<file path="src/rtl/debounce_pkg.sv">
// Shared types and helpers for the shared-timer debounce scheduler.
package debounce_pkg;

  // Scheduler FSM: wait for a pending channel, time its stability, commit it.
  typedef enum logic [1:0] {
    IDLE   = 2'd0,
    TIMING = 2'd1,
    COMMIT = 2'd2
  } state_e;

  // Width of a channel index; a single channel still needs one bit.
  function automatic int chan_width(input int n);
    return (n > 1) ? $clog2(n) : 1;
  endfunction

endpackage

</file>
<file path="src/rtl/debounce_rr_arbiter.sv">
// Round-robin selector: picks the first requesting channel after 'pointer',
// wrapping around, so the channel served last has the lowest priority.
module debounce_rr_arbiter
  import debounce_pkg::*;
#(
  parameter int  NUM_CHANNELS = 4,
  localparam int CHW          = chan_width(NUM_CHANNELS)
) (
  input  logic [NUM_CHANNELS-1:0] request,
  input  logic [CHW-1:0]          pointer,
  output logic [CHW-1:0]          grant,
  output logic                    any_request
);

  // Scan from farthest to nearest offset so the nearest requester wins last.
  always_comb begin
    // NOTE: every always_comb output gets a default first so no path can
    // leave it unassigned and infer a latch.
    grant       = '0;
    any_request = |request;
    for (int k = NUM_CHANNELS; k >= 1; k--) begin
      if (request[(int'(pointer) + k) % NUM_CHANNELS]) begin
        grant = CHW'((int'(pointer) + k) % NUM_CHANNELS);
      end
    end
  end

endmodule

</file>
<file path="src/rtl/debounce_scheduler.sv">
// Debounces NUM_CHANNELS raw inputs with one shared stability timer. A
// round-robin arbiter lends the timer to a channel whose synchronized level
// disagrees with its debounced level; the level is committed once it has been
// stable for D+1 timed cycles, and a one-cycle change event is emitted.
module debounce_scheduler
  import debounce_pkg::*;
#(
  parameter int  NUM_CHANNELS           = 4,
  parameter int  DEBOUNCE_COUNTER_WIDTH = 24,
  localparam int CHW                    = chan_width(NUM_CHANNELS)
) (
  input  logic                              i_clock,
  input  logic                              i_reset_n,
  input  logic [DEBOUNCE_COUNTER_WIDTH-1:0] i_debounce_counter,
  input  logic [NUM_CHANNELS-1:0]           i_bouncing_signal,
  output logic [NUM_CHANNELS-1:0]           o_debounced_signal,
  output logic                              o_event_valid,
  output logic [CHW-1:0]                    o_event_channel,
  output logic                              o_event_level,
  output logic                              o_busy
);

  localparam int DCW = DEBOUNCE_COUNTER_WIDTH;

  // Channel 0 must have first priority out of reset, so the pointer starts
  // at the last channel.
  localparam logic [CHW-1:0] POINTER_RESET = CHW'(NUM_CHANNELS - 1);

  // Synchronizer stages.
  logic [NUM_CHANNELS-1:0] sync_meta;
  logic [NUM_CHANNELS-1:0] sync_level;

  // Channels whose settled input disagrees with their debounced level.
  logic [NUM_CHANNELS-1:0] pending;

  // Arbiter result.
  logic [CHW-1:0] arb_grant;
  logic           arb_any;

  // FSM and shared timer.
  state_e         state;
  state_e         state_next;
  logic [DCW-1:0] timer;
  logic [DCW-1:0] period;
  logic [CHW-1:0] grant;
  logic [CHW-1:0] pointer;

  // Granted channel's view, used by the FSM and the commit path.
  logic granted_sync;
  logic granted_level;

  // Datapath strobes decoded by the FSM.
  logic load_grant;
  logic advance_timer;
  logic abort_grant;
  logic commit_grant;

  // Two-flop synchronizer per channel; only sync_level is used downstream.
  always_ff @(posedge i_clock or negedge i_reset_n) begin
    // NOTE: sequential state uses non-blocking assignments and an async
    // active-low reset; the synchronizer flops are reset too so no stale
    // level reaches the pending logic after reset release.
    if (!i_reset_n) begin
      sync_meta  <= '0;
      sync_level <= '0;
    end else begin
      sync_meta  <= i_bouncing_signal;
      sync_level <= sync_meta;
    end
  end

  assign pending       = sync_level ^ o_debounced_signal;
  assign granted_sync  = sync_level[grant];
  assign granted_level = o_debounced_signal[grant];
  assign o_busy        = (state != IDLE);

  debounce_rr_arbiter #(
    .NUM_CHANNELS (NUM_CHANNELS)
  ) u_arbiter (
    .request     (pending),
    .pointer     (pointer),
    .grant       (arb_grant),
    .any_request (arb_any)
  );

  // State register.
  always_ff @(posedge i_clock or negedge i_reset_n) begin
    if (!i_reset_n) begin
      state <= IDLE;
    end else begin
      state <= state_next;
    end
  end

  // Next-state and datapath strobe decode.
  always_comb begin
    state_next    = state;
    load_grant    = 1'b0;
    advance_timer = 1'b0;
    abort_grant   = 1'b0;
    commit_grant  = 1'b0;
    unique case (state)
      IDLE: begin
        if (arb_any) begin
          load_grant = 1'b1;
          state_next = TIMING;
        end
      end
      TIMING: begin
        if (granted_sync == granted_level) begin
          // The input bounced back before the period elapsed.
          abort_grant = 1'b1;
          state_next  = IDLE;
        end else if (timer == period) begin
          // Equality against the latched period means the timer never wraps.
          state_next = COMMIT;
        end else begin
          advance_timer = 1'b1;
        end
      end
      COMMIT: begin
        commit_grant = 1'b1;
        state_next   = IDLE;
      end
      default: begin
        state_next = IDLE;
      end
    endcase
  end

  // Timer, latched grant/period and round-robin pointer.
  always_ff @(posedge i_clock or negedge i_reset_n) begin
    if (!i_reset_n) begin
      timer   <= '0;
      period  <= '0;
      grant   <= '0;
      pointer <= POINTER_RESET;
    end else begin
      if (load_grant) begin
        grant  <= arb_grant;
        period <= i_debounce_counter;
        timer  <= '0;
      end
      if (advance_timer) begin
        timer <= timer + DCW'(1);
      end
      // Advancing on abort as well keeps a chattering channel from
      // monopolising the timer.
      if (abort_grant || commit_grant) begin
        pointer <= grant;
      end
    end
  end

  // Debounced levels and the registered change event.
  always_ff @(posedge i_clock or negedge i_reset_n) begin
    if (!i_reset_n) begin
      o_debounced_signal <= '0;
      o_event_valid      <= 1'b0;
      o_event_channel    <= '0;
      o_event_level      <= 1'b0;
    end else begin
      o_event_valid <= 1'b0;
      if (commit_grant) begin
        o_debounced_signal[grant] <= granted_sync;
        o_event_valid             <= 1'b1;
        o_event_channel           <= grant;
        o_event_level             <= granted_sync;
      end
    end
  end

endmodule

</file>
<file path="config.mk">
export PLATFORM = sky130hd
export DESIGN_NAME = debounce_scheduler
export DESIGN_NICKNAME = d
export VERILOG_FILES = /design/src/rtl/debounce_pkg.sv /design/src/rtl/debounce_rr_arbiter.sv /design/src/rtl/debounce_scheduler.sv
export SDC_FILE = /design/constraint.sdc
export NUM_CORES = 1
export LEC_CHECK = 0
export BUFFER_PORTS_ARGS = -buffer_cell sky130_fd_sc_hd__clkbuf_2
export CORE_MARGIN = 2
export CORE_UTILIZATION = 55
export DETAILED_ROUTE_END_ITERATION = 16
export PLACE_DENSITY = 0.79
export SYNTH_ARGS = -nofsm -noshare
export SYNTH_HDL_FRONTEND = slang
export SYNTH_SLANG_ARGS = --single-unit
</file>
<file path="constraint.sdc">
create_clock -name i_clock -period 2.65 [get_ports i_clock]
set_input_delay 0.53 -clock i_clock [delete_from_list [all_inputs] [get_ports i_clock]]
set_output_delay 0.53 -clock i_clock [all_outputs]
set_load 0.02 [all_outputs]
</file>
==> metrics.md <==
| Metric | Value |
|---|---|
| Core box area | 0.00624 mm² |
| PortBufs | 38 |
| Gate count of the mapped netlist | 314 |
| Clock transition at the registers of the reported paths | 0.09 ns |
| CTS H-Tree Depth | 3 |
| Post-route cell area | roughly 0.0040 mm² |
| Area grow syn2layout | 14.3% |
| Required @ worst endpoint | 2.91 ns |
| CTS tree | yes |
| Leak Pwr | 1.91 nW |
| Crit Path Class | register to register |
| Status | finished clean |
| Total nets after synthesis | 345 |
| Logic gate share of total power | 0.281 |
| Root Driver | clkbuf_8 |
| Sw Share | 0.331 |
| Top cells by count, synth | dfrtp_1, nand2_1, mux2_2 |
| Hold_ws | 0.195 ns |
| Largest area contributor in the netlist | dfrtp_1 |
| Crit path capture type | register |
| Final period utilization | 0.834 |
| CTS Sinks | 70 |
| Initial DRC Count | ~280 |
| Routed vias | 2596 |
| Antenna-violating nets left | 0 |
| First-pass GRT wire length | 12500 µm |
| P_sw | about 1.2 mW |
| Cell Area, Synth | 0.00351 mm² |
| Num rows | 29 |
| Synth area leaders | dfrtp_1, mux2_2, xor2_1 |
| Post-route insts no fill | 436 |
| Wirelength per Cell | between 15 and 20 µm |
| Die span in y | around 84 µm |
| # fillers | 495 |
| Vias in the first global route | roughly 2600 |
| Pwr dens | 885 mW/mm² |
| Slew margin rel. | 0.562 |
| Final Hold Vio Count | 0 |
| Crit path DAT | 2.47 ns |
| Layout cell share with drive strength beyond 1 | 0.267 |
| Maximum number of pins on one net before global-route repair | 43 |
| Post-Route WL | a little over 7000 µm |
| Fraction of registers with async set/reset | 1.00 |
| Die Width | 83.9 µm |
| Gpl congestion | 0.842 |
| Num ports | 39 |
| Final worst path period need | 2.21 ns |
| Setup crit start kind | register |
| Die area | 0.00703 mm² |
| Dpl cells | 420 |
| ANT cells | 0 |
| Final slew viol count | 0 |
| FF/Latch Area | 0.00175 mm² |
| Setup_tns | 0 ns |
| Yosys cell types | 43 |
| Pre-CTS WS | 0.439 ns |
| Via/cell ratio | 5.95 |
| Clock power frac | 0.275 |
| Multi-input logic area | 0.00165 mm² |
| Worst-case clock buffer depth | 2 |
| Synth top area share | 0.485 |
| Clk_lat worst skew | 0.35 ns |
| Initial core utilization | 0.562 |
| Most numerous cell in the Yosys netlist | dfrtp_1 |
| GR Overflow Total | 0 |
| Sequential element share of the synthesized area | 0.500 |
| HPWL Detailed | 5080 µm |
| Setup violators final | 0 |
| Synthesized area per cell | 11.2 µm² |
| Peak VDD IR | 0.664 mV |
| Class of the worst hold path | input pin to asynchronous set/reset pin |
| Final #Nets | 385 |
| Ys Warns | 0 |
| PostCTS Resize Cnt | 0 |
| Post-route DRC | 0 |
| DR pass1 iterations | 4 |
| EDFF count, synth | 0 |
| Setup slack after layout | 0.439 ns |
| Placement Cell Area | roughly 0.0038 mm² |
| Yosys reg bits | 70 |
| Max-Cap Viols | 0 |
| Crit Path Max Fanout | 19 |
| Initial antenna violation count | 0 |
| Internal power | 2.37 mW |
| Post-CTS setup buffers | 0 |
| Primary FF master, synth | dfrtp_1 |
| Max Clock Skew | 0.0125 ns |
| Slew @ Worst Pin | 0.658 ns |
| All-layer global routing usage | 0.223 |
| RSZ-0062 raised after global routing | false |
| CTS Buf Count | 9 |
| Hold buffers post-CTS | 0 |
| Sequential share of power | 0.445 |
| Maximum clock rate | 452 MHz |
[worst max-delay path: stages, from the launching register on]
cell and delay [ns]:
dfrtp_1 0.43, xnor2_1 0.24, mux4_2 0.63, nor2_4 0.38, o21ai_1 0.24, o221ai_1 0.21
[metal layers]
| layer | part of all wire | track usage |
|---|---|---|
| met3 | 0.051 | 0.0396 |
| met1 | 0.46 | 0.313 |
| met2 | 0.47 | 0.344 |
| met4 | 0.016 | 0.0909 |
| met5 | 0 | 0 |
[registers in the layout, summed over array words and instances, names as in the netlist]
name,count
state,2
o_event_valid,1
sync_meta,4
pointer,2
period,24
grant,2
timer,24
o_debounced_signal,4
o_event_channel,2
o_event_level,1
sync_level,4
[power by group through the flow]
| stage | sequential [mW] | combinational [mW] | clock [mW] |
|---|---|---|---|
| 3_3_place_gp | 1.59 | 0.963 | 0 |
| 2_1_floorplan | 1.50 | 0.846 | 0 |
| 5_1_grt | 1.63 | 1.09 | 1.03 |
| 4_1_cts | 1.58 | 1.00 | 0.987 |
| 6_report | 1.58 | 0.997 | 0.974 |
| 3_5_place_dp | 1.60 | 0.999 | 0 |
[logic make-up after synthesis]
logic type	Yosys count	share of synthesized area
simple gates	93	0.134
flops	70	0.500
mux	51	0.165
compound gates	44	0.0913
xor+xnor	30	0.0749
buf+inv	25	0.0310
fa+ha+maj	1	0.00357
[cell usage in the layout (no fill, tap or decap), types with 2 or more instances in the layout]
| master | n |
|---|---|
| dfrtp_1 | 68 |
| nand2_1 | 39 |
| clkbuf_2 | 37 |
| mux2_2 | 28 |
| xor2_1 | 26 |
| mux2i_1 | 19 |
| nor4_1 | 14 |
| inv_1 | 11 |
| o211ai_1 | 10 |
| o21ai_0 | 10 |
| nor3_1 | 9 |
| clkbuf_8 | 9 |
| nand3_1 | 7 |
| o2111ai_1 | 7 |
| and3_1 | 5 |
| xnor2_1 | 4 |
| and4_1 | 4 |
| o221ai_1 | 4 |
| nor2_1 | 4 |
| buf_4 | 4 |
| nand2b_1 | 3 |
| nand4_1 | 3 |
| inv_6 | 3 |
| mux4_2 | 2 |
| o21ai_1 | 2 |
| o21a_1 | 2 |
| mux2_4 | 2 |
| a21oi_1 | 2 |
| bufinv_16 | 2 |
| clkinvlp_4 | 2 |
| dfstp_2 | 2 |
[area by class of cell]
type | count | area share
multi-input cells | 219 | 0.412
clock buffers | 9 | 0.0309
inverters | 11 | 0.0103
repair buffers | 43 | 0.0599
clock inverters | 7 | 0.0253
well taps | 77 | 0.0240
flip-flops and latches | 70 | 0.437
[worst paths after layout]
kind	slack, ns	depth (start not counted)	from	end
max in group asynchronous	1.79	2	i_reset_n	period[5]
hold / removal	0.19	1	i_reset_n	o_event_channel[1]
setup / recovery	0.44	5	o_debounced_signal[3]	timer[3]
hold reg to reg	0.36	0	sync_meta[0]	sync_level[0]
setup reg to reg	0.44	5	o_debounced_signal[3]	timer[3]
min in group i_clock	0.28	1	i_bouncing_signal[1]	sync_meta[1]
[through the flow]
stage | util | power [mW]
after global routing | 0.643 | 3.75
after detailed placement | 0.606 | 2.60
after CTS | 0.643 | 3.57
final | 0.643 | 3.55
after floorplan | - | 2.35
after global placement | 0.606 | 2.55
No activity file was read; power rests on OpenSTA's default activity.
